[config.mk]
export PLATFORM = sky130hd
export DESIGN_NAME = bcd_to_bin
export DESIGN_NICKNAME = d
export VERILOG_FILES = /design/src/rtl/bcd_pkg.sv /design/src/rtl/sub3ifge8.sv /design/src/rtl/bcd_to_bin.sv
export SDC_FILE = /design/constraint.sdc
export NUM_CORES = 1
export LEC_CHECK = 0
export ABC_AREA = 1
export CORE_MARGIN = 5
export CORE_UTILIZATION = 50
export DETAILED_ROUTE_END_ITERATION = 10
export HOLD_SLACK_MARGIN = 0.03
export PLACE_DENSITY = 0.73
export SLEW_MARGIN = 20
export SYNTH_ARGS = -nofsm -noshare
export SYNTH_HDL_FRONTEND = slang
export SYNTH_SLANG_ARGS = --single-unit
export TNS_END_PERCENT = 20
[constraint.sdc]
create_clock -name clk -period 1.6 [get_ports clk]
set_input_delay 0.16 -clock clk [delete_from_list [all_inputs] [get_ports clk]]
set_output_delay 0.16 -clock clk [all_outputs]
set_load 0.02 [all_outputs]
[src/rtl/bcd_pkg.sv]
// Shared definitions for the BCD <-> binary converters: FSM states,
// fixed widths and a digit-range helper.
package bcd_pkg;

  typedef enum logic [1:0] {
    IDLE = 2'd0,
    CONV = 2'd1,
    DONE = 2'd2
  } state_e;

  localparam int BIN_W     = 14;
  localparam int N_DIGITS  = 4;
  localparam int BCD_MAX   = 9;
  localparam int LAST_STEP = 13;
  localparam int BCD_W     = 4 * N_DIGITS;

  // True when any packed 4-bit digit is outside 0..9.
  function automatic logic has_bad_digit(input logic [BCD_W-1:0] v);
    logic r;
    r = 1'b0;
    for (int i = 0; i < N_DIGITS; i++) begin
      if (v[4*i +: 4] > 4'(BCD_MAX)) r = 1'b1;
    end
    return r;
  endfunction

endpackage

[src/rtl/sub3ifge8.sv]
// Per-digit correction for the reverse double-dabble: a digit that reads 8
// or more after the right shift is pulled back by 3.
module sub3ifge8 (
  input  logic [3:0] d_i,
  output logic [3:0] d_o
);

  assign d_o = d_i[3] ? (d_i - 4'd3) : d_i;

endmodule

[src/rtl/bcd_to_bin.sv]
// Sequential 4-digit BCD to 14-bit binary converter using the shift-right /
// subtract-3 algorithm, one result bit per CONV cycle.
module bcd_to_bin
  import bcd_pkg::*;
(
  input  logic             clk,
  input  logic             rst,
  input  logic             start,
  input  logic [3:0]       BCD_0,
  input  logic [3:0]       BCD_1,
  input  logic [3:0]       BCD_2,
  input  logic [3:0]       BCD_3,
  output logic [BIN_W-1:0] B,
  output logic             busy,
  output logic             done,
  output logic             err
);

  state_e             state_q, state_d;
  logic [3:0]         cnt_q, cnt_d;
  logic [BCD_W-1:0]   bcd_q, bcd_d;
  logic [BIN_W-1:0]   bin_q, bin_d;
  logic [BIN_W-1:0]   b_q, b_d;
  logic               busy_q, busy_d;
  logic               done_q, done_d;
  logic               err_q, err_d;
  logic               bad_q, bad_d;

  logic [BCD_W+BIN_W-1:0] shifted;
  logic [BCD_W-1:0]       sh_bcd;
  logic [BCD_W-1:0]       adj_bcd;
  logic [BIN_W-1:0]       sh_bin;
  logic [BCD_W-1:0]       in_bcd;

  assign in_bcd  = {BCD_3, BCD_2, BCD_1, BCD_0};
  assign shifted = {bcd_q, bin_q} >> 1;
  assign sh_bcd  = shifted[BCD_W+BIN_W-1:BIN_W];
  assign sh_bin  = shifted[BIN_W-1:0];

  for (genvar g = 0; g < N_DIGITS; g++) begin : g_digit
    sub3ifge8 u_sub3 (
      .d_i (sh_bcd[4*g +: 4]),
      .d_o (adj_bcd[4*g +: 4])
    );
  end

  always_comb begin
    state_d = state_q;
    cnt_d   = cnt_q;
    bcd_d   = bcd_q;
    bin_d   = bin_q;
    b_d     = b_q;
    busy_d  = busy_q;
    done_d  = 1'b0;
    err_d   = err_q;
    bad_d   = bad_q;
    case (state_q)
      IDLE: begin
        if (start) begin
          bcd_d = in_bcd;
          bin_d = '0;
          cnt_d = '0;
          bad_d = has_bad_digit(in_bcd);
          if (has_bad_digit(in_bcd)) begin
            state_d = DONE;
          end else begin
            state_d = CONV;
            busy_d  = 1'b1;
          end
        end
      end
      CONV: begin
        bcd_d = adj_bcd;
        bin_d = sh_bin;
        cnt_d = cnt_q + 4'd1;
        if (cnt_q == 4'(LAST_STEP)) state_d = DONE;
      end
      DONE: begin
        // Result, err and done all land on the edge that leaves DONE.
        state_d = IDLE;
        done_d  = 1'b1;
        busy_d  = 1'b0;
        err_d   = bad_q;
        if (!bad_q) b_d = bin_q;
      end
      default: state_d = IDLE;
    endcase
  end

  always_ff @(posedge clk or posedge rst) begin
    if (rst) begin
      state_q <= IDLE;
      cnt_q   <= '0;
      bcd_q   <= '0;
      bin_q   <= '0;
      b_q     <= '0;
      busy_q  <= 1'b0;
      done_q  <= 1'b0;
      err_q   <= 1'b0;
      bad_q   <= 1'b0;
    end else begin
      state_q <= state_d;
      cnt_q   <= cnt_d;
      bcd_q   <= bcd_d;
      bin_q   <= bin_d;
      b_q     <= b_d;
      busy_q  <= busy_d;
      done_q  <= done_d;
      err_q   <= err_d;
      bad_q   <= bad_d;
    end
  end

  assign B    = b_q;
  assign busy = busy_q;
  assign done = done_q;
  assign err  = err_q;

endmodule

==> results.yml, run 1 <==
detailed_routing:
  routed_via_density: 4.98
  drt-pass1-iter-count: 4
  remaining_drc_errors: 0
  totalWireLength_mm: 4.51
  wire_per_inst_um: 12.0
  ant_nets: 0
  num_vias: 1879
  initialDrtViolationCount: 79
floorplan:
  core_sq_mm: 0.00482
  io_pins: 36
  rows: 25
  dieArea_sq_mm: 0.00656
  die_height_um: 81.0
  initial_core_util_pct: 52.3
  fp.dieW_um: 81.0
clocking:
  post_cts.repair.setup_buffers: 0
  cts_hold_buf: 0
  numCtsBuffers: 5
  cts_resized: 0
  cts_tree: "yes"
  clockBufferDepth: 2
  cts-root-buf: "clkbuf_8"
  clock_sinks: 54
  cts.htree.levels: 2
  worstSkewPairLatency_ns: 0.30
  cts.clk_slew.worst_paths_ns: 0.09
setup_path:
  cp_max_fo: 2
  path_cells: "clkdlybuf4s50_1"
  slowest_stage: "clkdlybuf4s50_1"
  endpoint_kind: "output port"
  r2r_end: "B[3]"
  critPathKind: "flip-flop to output port"
  crit_required_ns: 1.44
  rrSetupSlack_ns: 0.26
  r2r-start: "state_q[1]"
  cp.arrival_ns: 1.27
  reg2reg_depth: 7
  cp-start-kind: "flip-flop"
  max_stage_delay_ns: 0.61
  crit_family: "buffers and inverters"
  timing.critical_path.buf_inv: 1
sta:
  maxSlewViolCount: 0
  min_period_ns: 1.43
  slew_headroom_pct: 68.1
  tns_ns: 0
  worstMarginPinSlew_ns: 0.477
  hold_slack_ns: 0.204
  clock.fmax_mhz: 698
  final_hold_viol_count: 0
  clock_skew_ns: 0.00526
  finalCritPeriodShare_pct: 89.5
  setup_violations: 0
  rsz0062_at_grt: "no"
cells_and_area:
  nets: 333
  fill_cells: 427
  layout-drive-gt1-share_pct: 14.8
  n_antenna_cell: 0
  areaGrowthSynthToFinish_pct: 21.8
  fin_cells: 377
  final_area_sq_mm: 0.00307
logic_synthesis:
  ys_warn_count: 0
  yosysSeqAreaShare_pct: 53.6
  syn_nets: 292
  synth_cells: 268
  synth_seq_cells: 54
  synth_edf_count: 0
  synthFlopType: "dfrtp_1"
  avgSynthCellArea_sq_um: 9.41
  yosysUniqueCellTypes: 24
  async_flop_share_pct: 100
  syn_area_sq_mm: 0.00252
placement:
  gp_congestion: 0.835
  numPortBuffers: 35
  place_inst: 369
  dp_hpwl_mm: 3.28
  placed_area_sq_mm: 0.00296
power_and_ir_drop:
  switching_power_w: 0.00195
  leakagePower_nw: 1.36
  ir_worst_vdd_mv: 0.824
  powerDensity_mw_per_mm2: 1670
  pwr-share-seq_pct: 40.5
  clkPwrFrac_pct: 17.2
  power.internal_w: 0.00319
  switching_share_pct: 37.9
  combPwrFrac_pct: 42.3
global_route:
  grt_usage_pct: 15.2
  antenna_found_initial: 0
  top_usage_layer: "met2"
  grt_max_degree: 55
  grt_pass1_wl_mm: 7.88
  grt_pass1_vias: 1742
  use_met1_pct: 19.9
  gr-usage-met3_pct: 2.77
  overflow: 0
  use_met2_pct: 25.9
status:
  status: "completed"
hold_path:
  hp-class: "input pin to asynchronous set/reset pin"
run:
  maxCapViolCount: 0
## through the flow
step	worst slack, ns	power, W	util (%)
after floorplan	0.125	0.00357	-
after global placement	0.224	0.00422	61.5
after detailed placement	0.199	0.00430	61.5
after CTS	0.140	0.00519	63.7
after global routing	0.0987	0.00554	63.7
final	0.168	0.00514	63.7
## cell usage in the layout, fill, tap and decap left out, types with 4 or more instances in the layout
cell type | Yosys | layout
a21oi_1 | 8 | 8
buf_4 | 1 | 9
clkbuf_8 | 0 | 5
clkdlybuf4s50_1 | 0 | 35
dfrtp_1 | 54 | 54
ha_1 | 5 | 5
inv_1 | 36 | 35
inv_2 | 6 | 7
nand2_1 | 49 | 49
nand3_1 | 6 | 6
nor2_1 | 18 | 18
o211ai_1 | 6 | 6
o21ai_0 | 20 | 20
o21ai_1 | 12 | 12
o21ai_2 | 6 | 6
o22ai_1 | 6 | 6
o22ai_2 | 10 | 10
xor2_1 | 4 | 4
## sequential cells by signal, summed over array words and instances, names as in the netlist
register	flops
cnt_q	4
bcd_q	16
err	1
state_q	2
B	14
busy	1
done	1
bin_q	14
bad_q	1
## cells in the mapped netlist, types with 2 or more instances
| library cell | n | area share, % |
|---|---|---|
| o211ai_1 | 6 | 1.8 |
| a21oi_1 | 8 | 1.6 |
| nor2_1 | 18 | 2.7 |
| o221ai_1 | 3 | 1.0 |
| nand2_1 | 49 | 7.3 |
| o21ai_1 | 12 | 2.4 |
| inv_1 | 36 | 5.4 |
| o21ai_0 | 20 | 4.0 |
| nor2_4 | 2 | 0.89 |
| buf_2 | 6 | 1.2 |
| inv_2 | 6 | 0.89 |
| buf_6 | 4 | 1.8 |
| dfrtp_1 | 54 | 54 |
| xor2_1 | 4 | 1.4 |
| o22ai_2 | 10 | 5.0 |
| o22ai_1 | 6 | 1.5 |
| o21ai_2 | 6 | 2.1 |
| nand3_1 | 6 | 1.2 |
| nor2_2 | 3 | 0.74 |
| ha_1 | 5 | 2.5 |
## power by group through the flow
stage               Combinational (W)  Clock (W)  Sequential [W]
finish                        0.00218   0.000885         0.00208
global route                  0.00243   0.000967         0.00214
CTS                           0.00220   0.000907         0.00208
detailed placement            0.00219          0         0.00211
global placement              0.00214          0         0.00209
floorplan                     0.00127          0         0.00229
## cell type report
type	instances	area, sq um	share of cell area [%]
Timing Repair Buffer	45	438	14.3
Inverter	42	158	5.13
Clock inverter	2	37.5	1.22
Clock buffer	6	72.6	2.36
Tap cell	67	83.8	2.73
Multi-Input combinational cell	161	930	30.3
Sequential cell	54	1350	44.0
## worst max path at each step
stage                      from        to  slack (ns)  depth (start not counted)
after floorplan             rst      B[0]        0.13                          1
after detailed placement  start  bin_q[9]        0.20                          7
after global routing       B[5]      B[5]         0.1                          1
after CTS                  B[5]      B[5]        0.14                          1
after global placement    start  bcd_q[2]        0.22                          8
final                      B[5]      B[5]        0.17                          1
## cell families (layout without fill, tap and decap cells)
kind of cell | Yosys count | after routing | synth area share [%]
compound gates | 72 | 72 | 19.6
fa+ha+maj | 5 | 5 | 2.48
buf+inv | 53 | 95 | 9.53
flops | 54 | 54 | 53.6
simple gates | 79 | 79 | 13.1
xor+xnor | 5 | 5 | 1.74
## per-layer routing
metal / wire [um] / up-vias / part of all wire (%)
li1: - / 950 / -
met1: 2160 / 892 / 48
met2: 2160 / 32 / 48
met3: 163 / 5 / 3.6
met4: 31 / 0 / 0.69
met5: 0 / - / 0
Note: power is estimated with default switching activity, not from simulation.
==> inputs of run 2 (changes only) <==
SLEW_MARGIN = not set   (was 20)
==> results of run 2 <==
The final DEF is identical to that of run 1; final timing and power are the same.
==> inputs of run 3 (changes only) <==
CORE_ASPECT_RATIO = 1.4   (was not set)
GPL_ROUTABILITY_DRIVEN = 0   (was not set)
==> run 3 against run 2 <==
  * Core utilization fell by 0.95 points
  * Combinational power is essentially flat
  * Global-route usage decreased by 0.053 points
  * Sequential share of layout area rose by 0.090 points
  * Clock skew is 0.0036 ns higher
  * Register-to-register slack lost 0.07 ns
==> results.yml, run 3 (synthesis results as in run 1) <==
detailed_routing:
  routed_via_density: 5.19
  remaining_drc_errors: 0
  initialDrtViolationCount: 92
  wire_per_inst_um: 12.7
  drt-pass1-iter-count: 4
  totalWireLength_mm: 4.72
  num_vias: 1929
  ant_nets: 0
global_route:
  grt_pass1_vias: 1892
  overflow: 0
  grt_usage_pct: 15.1
  antenna_found_initial: 0
  grt_pass1_wl_mm: 8.17
  grt_max_degree: 55
cells_and_area:
  mostFrequentLayoutCells: "dfrtp_1 (54), nand2_1 (49), inv_1 (35), clkdlybuf4s50_1 (35), o21ai_0 (20)"
  largest_reg_flops: 16
  n_antenna_cell: 0
  areaGrowthSynthToFinish_pct: 21.5
  regMostFlops: "bcd_q"
  final_common_cell: "dfrtp_1"
  nets: 331
  fin_cells: 372
  layout-drive-gt1-share_pct: 14.3
setup_path:
  max_stage_delay_ns: 0.62
  r2r-start: "state_q[1]"
  endpoint_kind: "output port"
  r2r_end: "bcd_q[4]"
  crit_required_ns: 1.44
  slowest_stage: "clkdlybuf4s50_1"
  path_cells: "clkdlybuf4s50_1"
  timing.critical_path.buf_inv: 1
  reg2reg_depth: 5
  critPathKind: "flip-flop to output port"
  cp-start-kind: "flip-flop"
  worst-path-stages: 1
  cp.arrival_ns: 1.29
  crit_family: "buffers and inverters"
  rrSetupSlack_ns: 0.19
  cp_max_fo: 2
sta:
  maxSlewViolCount: 0
  worstMarginPinSlew_ns: 0.476
  slew_headroom_pct: 68.2
  finalCritPeriodShare_pct: 90.8
  clock.fmax_mhz: 688
  tns_ns: 0
  rsz0062_at_grt: "no"
  min_period_ns: 1.45
  clock_skew_ns: 0.00889
  setup_violations: 0
  final_hold_viol_count: 0
floorplan:
  core_sq_mm: 0.00488
  initial_core_util_pct: 51.7
  io_pins: 36
  dieArea_sq_mm: 0.00658
  rows: 30
  fp.dieW_um: 70.0
  die_height_um: 94.0
placement:
  numPortBuffers: 35
  place_inst: 364
  dp_hpwl_mm: 3.32
clocking:
  numCtsBuffers: 5
  cts_tree: "yes"
  worstSkewPairLatency_ns: 0.30
  clockBufferDepth: 2
  cts.clk_slew.worst_paths_ns: 0.10
  cts-root-buf: "clkbuf_8"
  cts_hold_buf: 0
  cts.htree.levels: 2
  clock_sinks: 54
  post_cts.repair.setup_buffers: 0
  cts_resized: 0
power_and_ir_drop:
  clkPwrFrac_pct: 17.3
  leakagePower_nw: 1.35
  power.internal_w: 0.00320
  switching_share_pct: 38.2
  ir_worst_vdd_mv: 0.852
  switching_power_w: 0.00198
  powerDensity_mw_per_mm2: 1690
  combPwrFrac_pct: 42.5
  pwr-share-seq_pct: 40.2
run:
  maxCapViolCount: 0
hold_path:
  hp-class: "input pin to asynchronous set/reset pin"
status:
  status: "completed"
-- run 3: cell count changes in the layout (fill, tap and decap cells not counted) --
cell / previous run / this run
buf_12: 1 / 2
buf_4: 9 / 6
-- run 3: layout make-up --
type | instances | area, sq um
fill | 430 | 1820
sequential | 54 | 1350
multi-input combinational | 161 | 930
timing repair buffer | 43 | 435
inverter | 42 | 158
tap | 64 | 80.1
clock buffer | 6 | 72.6
clock inverter | 2 | 37.5
-- run 3: power by group through the flow --
| stage | registers (W) | clock network (W) | logic [W] |
|---|---|---|---|
| final | 0.00208 | 0.000896 | 0.00220 |
| after global routing | 0.00214 | 0.000980 | 0.00247 |
| after CTS | 0.00209 | 0.000919 | 0.00222 |
| after detailed placement | 0.00211 | 0 | 0.00221 |
| after global placement | 0.00209 | 0 | 0.00215 |
| after floorplan | 0.00229 | 0 | 0.00127 |
-- run 3: how the worst max path moves through the flow --
stage | from | to
6_report | busy | busy
5_1_grt | state_q[1] | cnt_q[2]
4_1_cts | busy | busy
3_5_place_dp | start | bin_q[9]
3_3_place_gp | start | bin_q[12]
2_1_floorplan | rst | B[0]
-- run 3: worst reg2reg max path: cells and delay by family, from the launching register on --
kind | cells | cell delay [ns]
DFF | 1 | 0.43
buffers and inverters | 1 | 0.23
AOI/OAI and AO/OA | 3 | 0.37
and+or+nand+nor | 1 | 0.27
-- run 3: layer usage --
metal  vias to the layer above  global-route usage, %  wire length (um)
li1                        951                      -                 -
met1                       914                   16.2              1890
met2                        55                   28.8              2510
met3                         9                   3.53               257
met4                         0                   4.95                57
met5                         -                      0                 0
-- run 3: stage by stage --
step | setup slack [ns] | instance area, sq um | util (%) | hold slack (ns) | power, W
2_1_floorplan | 0.125 | 2520 | - | 0.281 | 0.00357
3_3_place_gp | 0.206 | 2950 | 60.5 | 0.465 | 0.00424
3_5_place_dp | 0.146 | 2950 | 60.5 | 0.464 | 0.00432
4_1_cts | 0.123 | 3060 | 62.8 | 0.223 | 0.00523
5_1_grt | 0.0613 | 3060 | 62.8 | 0.244 | 0.00558
6_report | 0.147 | 3060 | 62.8 | 0.209 | 0.00518
